===== src/rtl/dbg_pkg.sv =====
// dbg_pkg: shared definitions for the debug halt controller.
//   dbg_state_e  - controller state, also exported on the debug state output
//   CAUSE_*      - halt_cause encodings
//   DBG_PC_REG   - register index that host accesses may not touch
//   sat_inc16    - saturating increment used by the halted-cycle counter
package dbg_pkg;

    typedef enum logic [1:0] {
        ST_RUN       = 2'd0,
        ST_HALT_PEND = 2'd1,
        ST_HALTED    = 2'd2,
        ST_ACCESS    = 2'd3
    } dbg_state_e;

    localparam logic [1:0]  CAUSE_NONE   = 2'b00;
    localparam logic [1:0]  CAUSE_REQ    = 2'b01;
    localparam logic [1:0]  CAUSE_BP     = 2'b10;

    localparam logic [3:0]  DBG_PC_REG   = 4'd15;
    localparam logic [15:0] HALT_CNT_MAX = 16'hFFFF;

    function automatic logic [15:0] sat_inc16(input logic [15:0] v);
        return (v == HALT_CNT_MAX) ? v : v + 16'd1;
    endfunction

endpackage


===== src/rtl/dbg_bp_match.sv =====
// dbg_bp_match: instruction-address breakpoint comparator.
// Only built when DBG_BREAKPOINT_EN is defined.
//   clk, Rst         - clock, async active-high reset
//   bp_en, bp_addr   - breakpoint enable and address
//   inst_addr        - address of the instruction about to be fetched
//   cpu_at_boundary  - CPU is in S0 with a fetch pending
//   in_run           - controller is in RUN
//   resume_evt       - controller is leaving HALTED for RUN this cycle
//   bp_hit           - breakpoint condition (combinational)
`ifdef DBG_BREAKPOINT_EN
module dbg_bp_match (
    input  logic       clk,
    input  logic       Rst,
    input  logic       bp_en,
    input  logic [5:0] bp_addr,
    input  logic [5:0] inst_addr,
    input  logic       cpu_at_boundary,
    input  logic       in_run,
    input  logic       resume_evt,
    output logic       bp_hit
);

    // skip_once lets the instruction we halted on execute after a resume;
    // it is consumed by the first boundary seen in RUN.
    logic skip_once;

    assign bp_hit = in_run & bp_en & cpu_at_boundary &
                    (inst_addr == bp_addr) & ~skip_once;

    always_ff @(posedge clk or posedge Rst) begin
        if (Rst) begin
            skip_once <= 1'b0;
        end else if (resume_evt) begin
            skip_once <= 1'b1;
        end else if (in_run && cpu_at_boundary) begin
            skip_once <= 1'b0;
        end
    end

endmodule
`endif


===== src/rtl/dbg_halt_ctrl.sv =====
// dbg_halt_ctrl: stops the CPU at an instruction boundary, gives the
// register file to a host debug port for single-register reads/writes,
// and resumes on request.
//
// Optional feature: define DBG_BREAKPOINT_EN to add bp_en/bp_addr/inst_addr
// and the instruction-address breakpoint (dbg_bp_match).
//
// Ports:
//   clk, Rst                 - clock, async active-high reset
//   halt_req, resume_req     - host level requests
//   halted, halt_cause       - halt status and cause (01 host, 10 breakpoint)
//   acc_valid/acc_ready      - host access handshake
//   acc_we/acc_addr/acc_wdata- access command
//   rdata_valid, rdata       - read result pulse and data
//   acc_err                  - pulses with completion of an access to index 15
//   cpu_at_boundary          - CPU in S0 with fetch pending
//   cpu_stall                - holds CPU in S0
//   rf_sel_dbg, rf_addr, rf_wdata, rf_we, rf_rdata - register-file port
//   halt_cnt                 - saturating count of cycles in HALTED/ACCESS
//   dbg_state                - current controller state
//
// Handshake: an access transfers on a posedge where acc_valid && acc_ready
// are both high; acc_addr/acc_we/acc_wdata are captured on that edge and
// acc_valid may change freely afterwards. acc_ready is only high in HALTED.
module dbg_halt_ctrl
    import dbg_pkg::*;
(
    input  logic        clk,
    input  logic        Rst,
    input  logic        halt_req,
    input  logic        resume_req,
    output logic        halted,
    output logic [1:0]  halt_cause,
    input  logic        acc_valid,
    output logic        acc_ready,
    input  logic        acc_we,
    input  logic [3:0]  acc_addr,
    input  logic [31:0] acc_wdata,
    output logic        rdata_valid,
    output logic [31:0] rdata,
    output logic        acc_err,
    input  logic        cpu_at_boundary,
    output logic        cpu_stall,
    output logic        rf_sel_dbg,
    output logic [3:0]  rf_addr,
    output logic [31:0] rf_wdata,
    output logic        rf_we,
    input  logic [31:0] rf_rdata,
    output logic [15:0] halt_cnt,
`ifdef DBG_BREAKPOINT_EN
    input  logic        bp_en,
    input  logic [5:0]  bp_addr,
    input  logic [5:0]  inst_addr,
`endif
    output dbg_state_e  dbg_state
);

    dbg_state_e state;
    logic       acc_we_q;
    logic       bp_hit;

`ifdef DBG_BREAKPOINT_EN
    logic resume_evt;
    assign resume_evt = (state == ST_HALTED) && !acc_valid && resume_req;

    dbg_bp_match u_bp_match (
        .clk             (clk),
        .Rst             (Rst),
        .bp_en           (bp_en),
        .bp_addr         (bp_addr),
        .inst_addr       (inst_addr),
        .cpu_at_boundary (cpu_at_boundary),
        .in_run          (state == ST_RUN),
        .resume_evt      (resume_evt),
        .bp_hit          (bp_hit)
    );
`else
    assign bp_hit = 1'b0;
`endif

    // A breakpoint hit also stalls in RUN so the CPU stays on the breakpoint
    // instruction; otherwise it would already have left S0 on the hit edge.
    assign cpu_stall = ~Rst & (halted |
                               ((state == ST_HALT_PEND) & cpu_at_boundary) |
                               bp_hit);

    assign dbg_state = state;

    always_ff @(posedge clk or posedge Rst) begin
        if (Rst) begin
            state       <= ST_RUN;
            halted      <= 1'b0;
            halt_cause  <= CAUSE_NONE;
            acc_ready   <= 1'b0;
            rdata_valid <= 1'b0;
            rdata       <= '0;
            acc_err     <= 1'b0;
            rf_sel_dbg  <= 1'b0;
            rf_addr     <= '0;
            rf_wdata    <= '0;
            rf_we       <= 1'b0;
            acc_we_q    <= 1'b0;
            halt_cnt    <= '0;
        end else begin
            // single-cycle pulses
            rdata_valid <= 1'b0;
            acc_err     <= 1'b0;
            rf_we       <= 1'b0;

            case (state)
                ST_RUN: begin
                    if (halt_req) begin
                        state      <= ST_HALT_PEND;
                        halt_cause <= CAUSE_REQ;
                    end else if (bp_hit) begin
                        state      <= ST_HALT_PEND;
                        halt_cause <= CAUSE_BP;
                    end
                end

                ST_HALT_PEND: begin
                    if (cpu_at_boundary) begin
                        state      <= ST_HALTED;
                        halted     <= 1'b1;
                        rf_sel_dbg <= 1'b1;
                        acc_ready  <= 1'b1;
                        halt_cnt   <= '0;
                    end
                end

                ST_HALTED: begin
                    halt_cnt <= sat_inc16(halt_cnt);
                    if (acc_valid && acc_ready) begin
                        state     <= ST_ACCESS;
                        acc_ready <= 1'b0;
                        rf_addr   <= acc_addr;
                        rf_wdata  <= acc_wdata;
                        acc_we_q  <= acc_we;
                        rf_we     <= acc_we && (acc_addr != DBG_PC_REG);
                    end else if (resume_req) begin
                        state      <= ST_RUN;
                        halted     <= 1'b0;
                        rf_sel_dbg <= 1'b0;
                        acc_ready  <= 1'b0;
                        halt_cause <= CAUSE_NONE;
                    end
                end

                ST_ACCESS: begin
                    halt_cnt  <= sat_inc16(halt_cnt);
                    state     <= ST_HALTED;
                    acc_ready <= 1'b1;
                    if (rf_addr == DBG_PC_REG) begin
                        // index 15 reports an error for reads and writes alike
                        rdata       <= '0;
                        rdata_valid <= 1'b1;
                        acc_err     <= 1'b1;
                    end else if (!acc_we_q) begin
                        rdata       <= rf_rdata;
                        rdata_valid <= 1'b1;
                    end
                end

                default: state <= ST_RUN;
            endcase
        end
    end

endmodule


===== config.mk =====
export PLATFORM = sky130hd
export DESIGN_NAME = dbg_halt_ctrl
export DESIGN_NICKNAME = d
export VERILOG_FILES = /design/src/rtl/dbg_pkg.sv /design/src/rtl/dbg_bp_match.sv /design/src/rtl/dbg_halt_ctrl.sv
export SDC_FILE = /design/constraint.sdc
export NUM_CORES = 1
export LEC_CHECK = 0
export CAP_MARGIN = 5
export CORE_MARGIN = 5
export CORE_UTILIZATION = 35
export CTS_BUF_LIST = sky130_fd_sc_hd__clkbuf_8
export CTS_CLUSTER_SIZE = 30
export DETAILED_ROUTE_END_ITERATION = 7
export DONT_BUFFER_PORTS = 1
export GPL_ROUTABILITY_DRIVEN = 0
export PLACE_DENSITY = 0.57
export RECOVER_POWER = 50
export SLEW_MARGIN = 10
export SYNTH_ARGS = -nofsm -noshare
export SYNTH_HDL_FRONTEND = slang
export SYNTH_SLANG_ARGS = --single-unit

===== constraint.sdc =====
create_clock -name clk -period 3.1 [get_ports clk]
set_input_delay 0.31 -clock clk [delete_from_list [all_inputs] [get_ports clk]]
set_output_delay 0.31 -clock clk [all_outputs]
set_load 0.1 [all_outputs]

# ---- Word-level counts from Yosys, hierarchy flattened
# Index checks and enable logic that the tools add are counted.
# W data, S select, Z words.
dict set report totals {
  reg_bits 94
  latchBits 0
  ram_bits 0
  rom_bits 0
  in_bits 75
  output_inout_bits 95
  word_cells 70
  n_memories 0
}
dict set report classes {
  add_sub_neg 1
  n_mul 0
  n_div 0
  order_cmp 0
  n_eq_ne 13
  shifts 0
  muxes 25
  bitwise 4
  reduce_logical 15
}
# cell n
set ops {}
lappend ops {{$mux W32} 2}
lappend ops {{$mux W16} 2}
lappend ops {{$pmux W16 S2} 1}
lappend ops {{$add A16 B1 Y16 const B} 1}
lappend ops {{$eq A16 B16 Y1 const B} 1}
lappend ops {{$mux W1} 11}
lappend ops {{$mux W2} 5}
lappend ops {{$ne A2 B2 Y1 const B} 5}
lappend ops {{$reduce_and A3 Y1} 3}
lappend ops {{$pmux W2 S4} 1}
lappend ops {{$reduce_and A4 Y1} 2}
lappend ops {{$reduce_bool A2 Y1} 3}
lappend ops {{$eq A2 B2 Y1 const B} 2}
lappend ops {{$eq A4 B4 Y1 const B} 1}
lappend ops {{$ne A4 B4 Y1 const B} 1}
lappend ops {{$pmux W2 S2} 1}
lappend ops {{$reduce_and A2 Y1} 2}
lappend ops {{$ne A3 B3 Y1 const B} 1}
lappend ops {{$pmux W1 S3} 1}
lappend ops {{$reduce_bool A3 Y1} 1}
lappend ops {{$and A1 B1 Y1} 2}
lappend ops {{$eq A2 B1 Y1 const B} 1}
lappend ops {{$logic_and A1 B1 Y1} 2}
lappend ops {{$logic_not A2 Y1} 1}
lappend ops {{5 further kinds} 5}

# ---- Depth between registers and ports, before layout
# Gate-level depths: netlist of run 1.
dict set report logic_depth {
  word_depth 4
  ltp_mapped 5
  mapped_depth_nobuf 5
}

# ---- Least setup slack after synthesis of run 1
# Ideal clock, no wire load.
dict set report synth_path {
  path_type {flip-flop to output port}
  startpoint {register state[0], in the netlist dbg_state[0]}
  endpoint {output port cpu_stall}
  arrival_ns 2.752
  setup_slack_ns 0.038
  stages_incl_launch_ff 5
  n_path_buf 0
  cell_sequence {dfrtp_1 -> nand2_1 -> nor2_1 -> nor2_1 -> nor2_1}
}
dict set report synth_via {
  elab_chain_len 4
}
# item line
set synth_rtl {}
lappend synth_rtl {{start: declaration} dbg_halt_ctrl.sv:58} ;# dbg_state_e state;
lappend synth_rtl {{start signal: assignment} dbg_halt_ctrl.sv:91} ;# state <= ST_RUN;
lappend synth_rtl {{start signal: assignment} dbg_halt_ctrl.sv:113} ;# state <= ST_HALT_PEND;
lappend synth_rtl {{start signal: assignment} dbg_halt_ctrl.sv:116} ;# state <= ST_HALT_PEND;
lappend synth_rtl {{$eq A2 B1 Y1} dbg_halt_ctrl.sv:84} ;# ((state == ST_HALT_PEND) & cpu_at_boundary) |
lappend synth_rtl {{$and A1 B1 Y1} dbg_halt_ctrl.sv:84}
lappend synth_rtl {{$or A1 B1 Y1} dbg_halt_ctrl.sv:83} ;# assign cpu_stall = ~Rst & (halted |
lappend synth_rtl {{$and A1 B1 Y1} dbg_halt_ctrl.sv:83}
lappend synth_rtl {{end: declaration} dbg_halt_ctrl.sv:43} ;# output logic cpu_stall,
# No other way between the ends.

# ---- Worst setup path after layout of run 1
dict set report layout_path {
  startpoint {register state[0], in the netlist dbg_state[0]}
  endpoint {register rf_wdata[14]}
}
dict set report layout_via {
  elab_chain_len 2
}
# item line
set layout_rtl {}
lappend layout_rtl {{$eq A2 B2 Y1} dbg_halt_ctrl.sv:110} ;# case (state)
lappend layout_rtl {{$reduce_and A2 Y1 (no source line)} n/a}
lappend layout_rtl {{end signal: assignment} dbg_halt_ctrl.sv:137} ;# rf_wdata <= acc_wdata;
lappend layout_rtl {{end: declaration} dbg_halt_ctrl.sv:46} ;# output logic [31:0] rf_wdata,
# No other way between the ends.
# A chain may end at the register's enable or synchronous reset.

==> results of run 1 <==
-- logic make-up (layout without fill, tap and decap cells) --
group,count (synthesis),count (layout)
xor gates and xnor gates,7,7
other,1,1
muxes,38,38
adders and majority gates,1,1
DFF,93,93
and+or+nand+nor,61,61
AOI/OAI and AO/OA,61,61
buffers and inverters,21,50
-- final timing paths --
check	to	from	cells after the start	slack [ns]
max	rf_wdata[14]	dbg_state[0]	4	0.65
min	halt_cnt[10]	Rst	1	-0.001
max reg2reg	rf_wdata[14]	dbg_state[0]	4	0.65
min reg2reg	dbg_state[1]	dbg_state[0]	2	0.55
max in group asynchronous	rdata[6]	Rst	2	1.99
min in group clk	rf_we	acc_we	2	0.06
-- worst max-delay path, delay by kind of cell (launching register included) --
kind                   cells  cell delay, ns
buffers and inverters      2            1.32
DFF                        1            0.37
muxes                      1            0.37
and+or+nand+nor            1            0.25
-- layer usage --
| layer | part of all wire [%] | routed length (µm) | track usage [%] | up-vias |
|---|---|---|---|---|
| li1 | - | - | - | 1090 |
| met3 | 11 | 983 | 5.15 | 9 |
| met5 | 0 | 0 | 0 | - |
| met1 | 41 | 3520 | 17.1 | 1177 |
| met4 | 1.0 | 91 | 4.57 | 0 |
| met2 | 47 | 4070 | 21.4 | 141 |
-- cells in the final DEF, fill, tap and decap left out, types with 7 or more instances in the layout --
cell type  synthesis  routed
a22o_1            38      38
buf_4              2       9
clkbuf_1          10      20
clkbuf_8           0       9
dfrtp_1           93      92
mux2_2            37      37
nand2_1           18      18
nand4_1            7       7
nor2_1            11      10
o21ai_0            8       8
-- area by class of cell --
class | instances | area, µm²
clock buffers | 9 | 124
clock inverters | 7 | 91.3
repair buffers | 30 | 148
fillers | 1010 | 6190
well taps | 136 | 170
multi-input cells | 169 | 1350
inverters | 4 | 17.5
flip-flops and latches | 93 | 2330
-- registers in the layout, indices dropped and copies added, names as in the netlist --
register     count
rdata           32
rf_sel_dbg       1
halt_cnt        16
acc_ready        1
rdata_valid      1
acc_err          1
dbg_state        2
acc_we_q         1
rf_we            1
rf_wdata        32
halt_cause       1
rf_addr          4
-- metrics by stage --
stage	std cells	hold slack [ns]	worst slack, ns	cell area (µm²)
after detailed placement	432	0.415	1.06	4090
after CTS	448	0.00831	1.04	4300
after floorplan	283	0.418	0.0382	3760
after global routing	448	0.0248	0.534	4230
after global placement	432	0.407	1.11	4090
final	448	-0.00149	0.649	4230
==> flow_summary_export.csv, run 1 <==
group,metric,value,unit
status,status,"complete, but fails checks",
status,violations,"hold timing",
global_route,grt_pass1_vias,2533,
worst_setup_path,critPathKind,"reg -> reg",
global_route,grt_pass1_wl,13900,µm
clock_tree,clock_path_buffers,2,
global_route,antenna_found_initial,0,
sta,max_freq,0.408,GHz
synthesis,synth_cell_type_count,39,
synthesis,synth-edff-count,0,
sta,skew,0.0112,ns
synthesis,async_flop_share,100,%
sta,worst_hold_slack,-0.00149,ns
die,die_width,114,µm
detailed_routing,routed_wl,8670,µm
synthesis,synthCells,283,
sta,setup_tns,0,ns
synthesis,synthMuxAreaShare,11.4,%
detailed_routing,drtIter0Drc,121,
sta,hold_viol,2,
worst_setup_path,cp_slowest_cell,"clkbuf_1",
sta,max_slew_margin,5.21,%
synthesis,synth_compound_area_share,13.6,%
worst_setup_path,max_stage_delay,1.04,ns
cells_and_area,n_antenna_cell,0,
worst_setup_path,crit_path_start_kind,"flip-flop",
hold_path,holdCritPathClass,"in -> async",
sta,fin_crit,2.45,ns
die,core,0.0104,mm²
die,die_y,114,µm
clock_tree,cts_setup_buffers,0,
synthesis,syn_area,0.00376,mm²
sta,setup_viol,0,
sta,min_period_over_period,79.1,%
detailed_routing,drt_first_pass_iters,4,
synthesis,synth-simple-area-share,8.59,%
clock_tree,holdBufCountCts,0,
placement,portBuffers,0,
synthesis,yosys-top-cells-area,"dfrtp_1 62%, mux2_2 11%, a22o_1 8.9%",
synthesis,avgSynthCellArea,13.3,µm²
die,die_area,0.0129,mm²
synthesis,yosys_register_bits,93,
sta,rsz0062_at_grt,"no",
clock_tree,cts_buffers,9,
clock_tree,cts_resized,0,
run,drv_cap,0,
detailed_routing,routed-via-count,2417,
clock_tree,cts-root-buf,"clkbuf_8",
detailed_routing,drc,0,
worst_setup_path,cp.required,3.34,ns
global_route,overflow,0,
cells_and_area,syn_to_final_growth,12.5,%
cells_and_area,utilization,40.6,%
sta,slew_viol_final,0,
cells_and_area,final_nets,383,
placement,hpwl,6400,µm
worst_setup_path,crit_arrival,2.69,ns
global_route,grt_max_degree,70,
global_route,grt.total_usage,13.6,%
synthesis,synth_fa_ha_area_share,0.333,%
detailed_routing,viasPerCell,5.40,
synthesis,synth_common_cells,"93 x dfrtp_1, 38 x a22o_1, 37 x mux2_2",
synthesis,syn_nets,359,
cells_and_area,layout-drive-gt1-share,23.1,%
synthesis,ys_warn_count,0,
clock_tree,cts.reportedPaths.clkPinSlew,0.09,ns
clock_tree,clock-sinks,93,
die,boundaryPins,170,
worst_setup_path,worst-path-max-fanout,21,
worst_setup_path,crit_path_end_kind,"flip-flop",
synthesis,synth_top_area_share,62.0,%
synthesis,synth_xor_area_share,1.63,%
synthesis,synth_top_cell_by_area,"dfrtp_1",
die,start_util,36.1,%
synthesis,ys_seq_area_share,62.0,%
detailed_routing,antenna_left,0,
clock_tree,clk_latency,0.36,ns
synthesis,synth.most_common_cell,"dfrtp_1",
detailed_routing,wire_per_inst,19.4,µm
synthesis,synth_top_family_by_area,"compound AO/OA/AOI/OAI gates",
sta,worstMarginPinSlew,1.42,ns
synthesis,synth_flop_cell,"dfrtp_1",
worst_setup_path,crit_path_cell_trace,"clkbuf_1, nand4b_1, buf_4, mux2_2",
die,rows,37,
clock_tree,cts_tree,"built",
clock_tree,htree_levels,3,
Power of run 1 is left out: the tool's default activity adds up to more than one toggle a clock period on the data nets, which glitch-free logic cannot reach.
==> run 2: changes to the inputs <==
Settings changed: PLACE_DENSITY 0.57 to 0.59.
Clock period 3.1 ns to 2 ns, I/O delays scaled along.
==> flow_summary_export.csv, run 2 (synthesis results as in run 1) <==
group,metric,value,unit
status,status,"completed",
clock_tree,cts_buffers,9,
worst_setup_path,cp.required,1.80,ns
cells_and_area,layout-drive-gt1-share,39.8,%
die,die_area,0.0129,mm²
hold_path,holdCritPathClass,"in -> reg",
detailed_routing,wl_met1,3860,µm
sta,skew,0.0110,ns
worst_setup_path,worst-path-max-fanout,16,
detailed_routing,antenna_left,0,
cells_and_area,utilization,52.5,%
placement,hpwl,6800,µm
sta,slew_viol_final,0,
cells_and_area,n_antenna_cell,0,
worst_setup_path,path_buf_inv,1,
global_route,overflow,0,
die,start_util,36.1,%
clock_tree,clock-sinks,93,
die,die_width,114,µm
cells_and_area,stdcell_area,0.00546,mm²
detailed_routing,viasPerCell,5.05,
worst_setup_path,crit_path_end_kind,"output pin",
detailed_routing,drt_first_pass_iters,4,
detailed_routing,top_layer_used,"met4",
sta,rsz0062_at_grt,"no",
detailed_routing,drc,0,
clock_tree,clk_latency,0.35,ns
worst_setup_path,crit_arrival,1.58,ns
clock_tree,cts.reportedPaths.clkPinSlew,0.09,ns
cells_and_area,layout_common_cells,"74 x dfrtp_1, 71 x dlygate4sd3_1, 55 x buf_4",
detailed_routing,routed-via-count,2968,
cells_and_area,reg_top3,"rdata: 32 flops, rf_wdata: 32 flops, halt_cnt: 16 flops",
global_route,grt.total_usage,16.2,%
worst_setup_path,max_stage_delay,0.52,ns
global_route,grt_max_degree,94,
global_route,grt_pass1_vias,3246,
die,die_y,114,µm
cells_and_area,syn_to_final_growth,45.5,%
cells_and_area,final_nets,525,
cells_and_area,final_common_cell,"dfrtp_1",
detailed_routing,dr_wl_met3,1040,µm
clock_tree,cts-root-buf,"clkbuf_8",
detailed_routing,drtIter0Drc,103,
worst_setup_path,crit_path_frequent_cell,"nor2_1",
die,boundaryPins,170,
sta,max_freq,0.561,GHz
sta,min_period_over_period,89.1,%
global_route,antenna_found_initial,0,
placement,dpl_cell_area,0.00470,mm²
worst_setup_path,critPathKind,"reg -> out",
sta,fin_crit,1.78,ns
worst_setup_path,crit_family,"simple AND/OR/NAND/NOR gates",
sta,max_slew_margin,58.4,%
die,rows,37,
sta,setup_viol,0,
global_route,grt_pass1_wl,16600,µm
clock_tree,htree_levels,3,
run,drv_cap,0,
sta,hold_viol,0,
detailed_routing,wire_per_inst,17.3,µm
detailed_routing,wl_met2,5100,µm
detailed_routing,routed_wl,10200,µm
clock_tree,clock_path_buffers,2,
sta,worstMarginPinSlew,0.624,ns
clock_tree,cts_tree,"built",
worst_setup_path,cp_slowest_cell,"dfrtp_2",
worst_setup_path,crit_path_start_kind,"flip-flop",
die,core,0.0104,mm²
worst_setup_path,crit_path_cell_trace,"nor2_1, nor2_1, nor2_2, buf_12",
placement,portBuffers,0,
-- run 2: final timing paths --
path,slack [ns],end,cells past startpoint,from
hold reg to reg,0.51,rf_wdata[13],1,rf_wdata[13]
setup / recovery,0.22,cpu_stall,4,dbg_state[1]
max in group asynchronous,1.10,halt_cnt[1],3,Rst
min in group asynchronous,0.43,halt_cnt[9],3,Rst
setup reg to reg,0.25,halt_cnt[14],5,halt_cnt[8]
hold / removal,0.06,rf_we,3,acc_addr[3]
-- run 2: cell type report --
cell class              instances  area (µm²)
inverters                       4        18.8
multi-input cells             169        1380
fillers                       925        4950
clock inverters                 3        13.8
well taps                     136         170
flip-flops and latches         93        2350
clock buffers                  11         151
repair buffers                172        1380
-- run 2: through the flow --
| step | setup TNS, ns | hold WS [ns] | cells | setup slack, ns |
|---|---|---|---|---|
| after floorplan | -0.284 | 0.308 | 283 | -0.215 |
| after global placement | 0 | 0.251 | 503 | 0.286 |
| after detailed placement | 0 | 0.259 | 503 | 0.270 |
| after CTS | 0 | 0.0415 | 588 | 0.186 |
| after global routing | 0 | 0.0577 | 588 | 0.0882 |
| final | 0 | 0.0573 | 588 | 0.219 |
-- run 2: timing repair --
item	CTS	global route
resized for setup	0	0
hold buffers	71	0
hold endpoints to repair	165	0
setup buffers	0	0
-- run 2: tightest hold or removal path, stage by stage --
cell     delay [ns]
nand4_1        0.06
nand2_1        0.08
nor2_1         0.04
-- run 2: routing by layer --
layer	vias up	GRT usage [%]
met4	0	5.21
met3	13	5.89
met2	134	27.2
met5	-	0
met1	1457	19.2
li1	1364	-
Power of run 2 is left out for the same reason.
==> run 3: changes to the inputs <==
Settings changed: HOLD_SLACK_MARGIN set to 0.1.
==> flow_summary_export.csv, run 3 (synthesis results as in run 1) <==
group,metric,value,unit
clock_tree,cts_tree,"built",
sta,setup_viol,0,
worst_setup_path,crit_path_start_kind,"input port",
placement,dp_slack,0.270,ns
sta,fin_crit,1.81,ns
cells_and_area,instances_no_fill,589,
clock_tree,cts.reportedPaths.clkPinSlew,0.09,ns
global_route,overflow,0,
clock_tree,htree_levels,3,
sta,hold_viol,0,
sta,worstMarginPinSlew,1.28,ns
clock_tree,clock-sinks,93,
detailed_routing,routed_wl,10200,µm
cells_and_area,layout_common_cells,"74 x dfrtp_1, 72 x dlygate4sd3_1, 55 x buf_4",
sta,rsz0062_at_grt,"no",
global_route,grt_pass1_wl,16500,µm
worst_setup_path,startpoint,"cpu_at_boundary",
detailed_routing,wire_per_inst,17.3,µm
sta,min_period_over_period,90.7,%
cells_and_area,final_nets,526,
sta,max_freq,0.551,GHz
worst_setup_path,critPathKind,"in -> out",
placement,hpwl,6800,µm
sta,setup_ws,0.186,ns
global_route,grt_pass1_vias,3240,
sta,worst_hold_slack,0.124,ns
detailed_routing,viasPerCell,5.04,
die,die_width,114,µm
cells_and_area,reg_top3,"rdata: 32 flops, rf_wdata: 32 flops, halt_cnt: 16 flops",
die,rows,37,
hold_path,hold_start,"resume_req",
clock_tree,clock_path_buffers,2,
worst_setup_path,crit_arrival,1.61,ns
clock_tree,cts-root-buf,"clkbuf_8",
cells_and_area,layout-drive-gt1-share,39.7,%
cells_and_area,n_antenna_cell,0,
run,drv_cap,0,
sta,max_slew_margin,14.9,%
global_route,grt_max_degree,94,
placement,place_inst,503,
clock_tree,clk_latency,0.35,ns
cells_and_area,final_common_cell,"dfrtp_1",
detailed_routing,routed-via-count,2969,
worst_setup_path,r2r-start,"halt_cnt[8]",
die,die_area,0.0129,mm²
worst_setup_path,worst-path-max-fanout,4,
global_route,antenna_found_initial,0,
detailed_routing,drc,0,
worst_setup_path,cp.required,1.80,ns
die,start_util,36.1,%
clock_tree,cts_buffers,9,
sta,slew_viol_final,0,
status,status,"completed",
worst_setup_path,crit_path_end_kind,"output pin",
global_route,grt.total_usage,16.1,%
placement,portBuffers,0,
detailed_routing,antenna_left,0,
die,boundaryPins,170,
die,core,0.0104,mm²
cells_and_area,syn_to_final_growth,45.4,%
sta,skew,0.0104,ns
sta,setup_tns,0,ns
hold_path,holdCritPathClass,"in -> reg",
detailed_routing,drt_first_pass_iters,4,
clock_tree,cts_setup_buffers,0,
detailed_routing,drtIter0Drc,80,
die,die_y,114,µm
==> run 3: cell types whose count changed in the layout (fill, tap and decap cells not counted) <==
cell and delta:
buf_12 -1, clkbuf_4 +1, dlygate4sd3_1 +1
==> run 3: per-stage QoR <==
stage | util (%) | area [µm²]
floorplan | - | 3810
global placement | 45.1 | 4700
detailed placement | 45.1 | 4700
CTS | 53.6 | 5580
global route | 52.4 | 5460
finish | 52.4 | 5460
==> run 3: metal layers <==
metal | global-route usage, % | vias up | part of all wire [%]
li1 | - | 1367 | -
met2 | 27.3 | 134 | 51
met5 | 0 | - | 0
met1 | 19.2 | 1455 | 37
met3 | 5.78 | 13 | 10
met4 | 5.21 | 0 | 1.4
==> run 3: what timing repair did <==
item,in CTS,in global routing
hold buffers,72,0
endpoints found under the setup margin,0,0
hold endpoints to repair,167,0
resized for setup,0,0
==> run 3: final cells by class <==
type	count	area (µm²)
fillers	926	4950
repair buffers	173	1380
flip-flops and latches	93	2350
well taps	136	170
multi-input cells	169	1380
clock inverters	3	13.8
inverters	4	18.8
clock buffers	11	151
==> run 3: critical path: stages <==
cell and delay, ns:
dlygate4sd3_1 0.64, nand2_1 0.11, nor2_1 0.23, nor2_1 0.11, nor2_2 0.14, buf_12 0.19
==> run 3: path summary, 6_finish.rpt <==
path,endpoint,slack (ns),cells past startpoint
worst min-delay path,dbg_state[1],0.12,3
worst min register to register,rf_wdata[13],0.51,1
worst max-delay path,cpu_stall,0.19,6
worst max register to register,halt_cnt[14],0.25,5
max in group asynchronous,dbg_state[0],0.38,3
min in group asynchronous,halt_cnt[15],0.75,3
Power of run 3 is left out for the same reason.
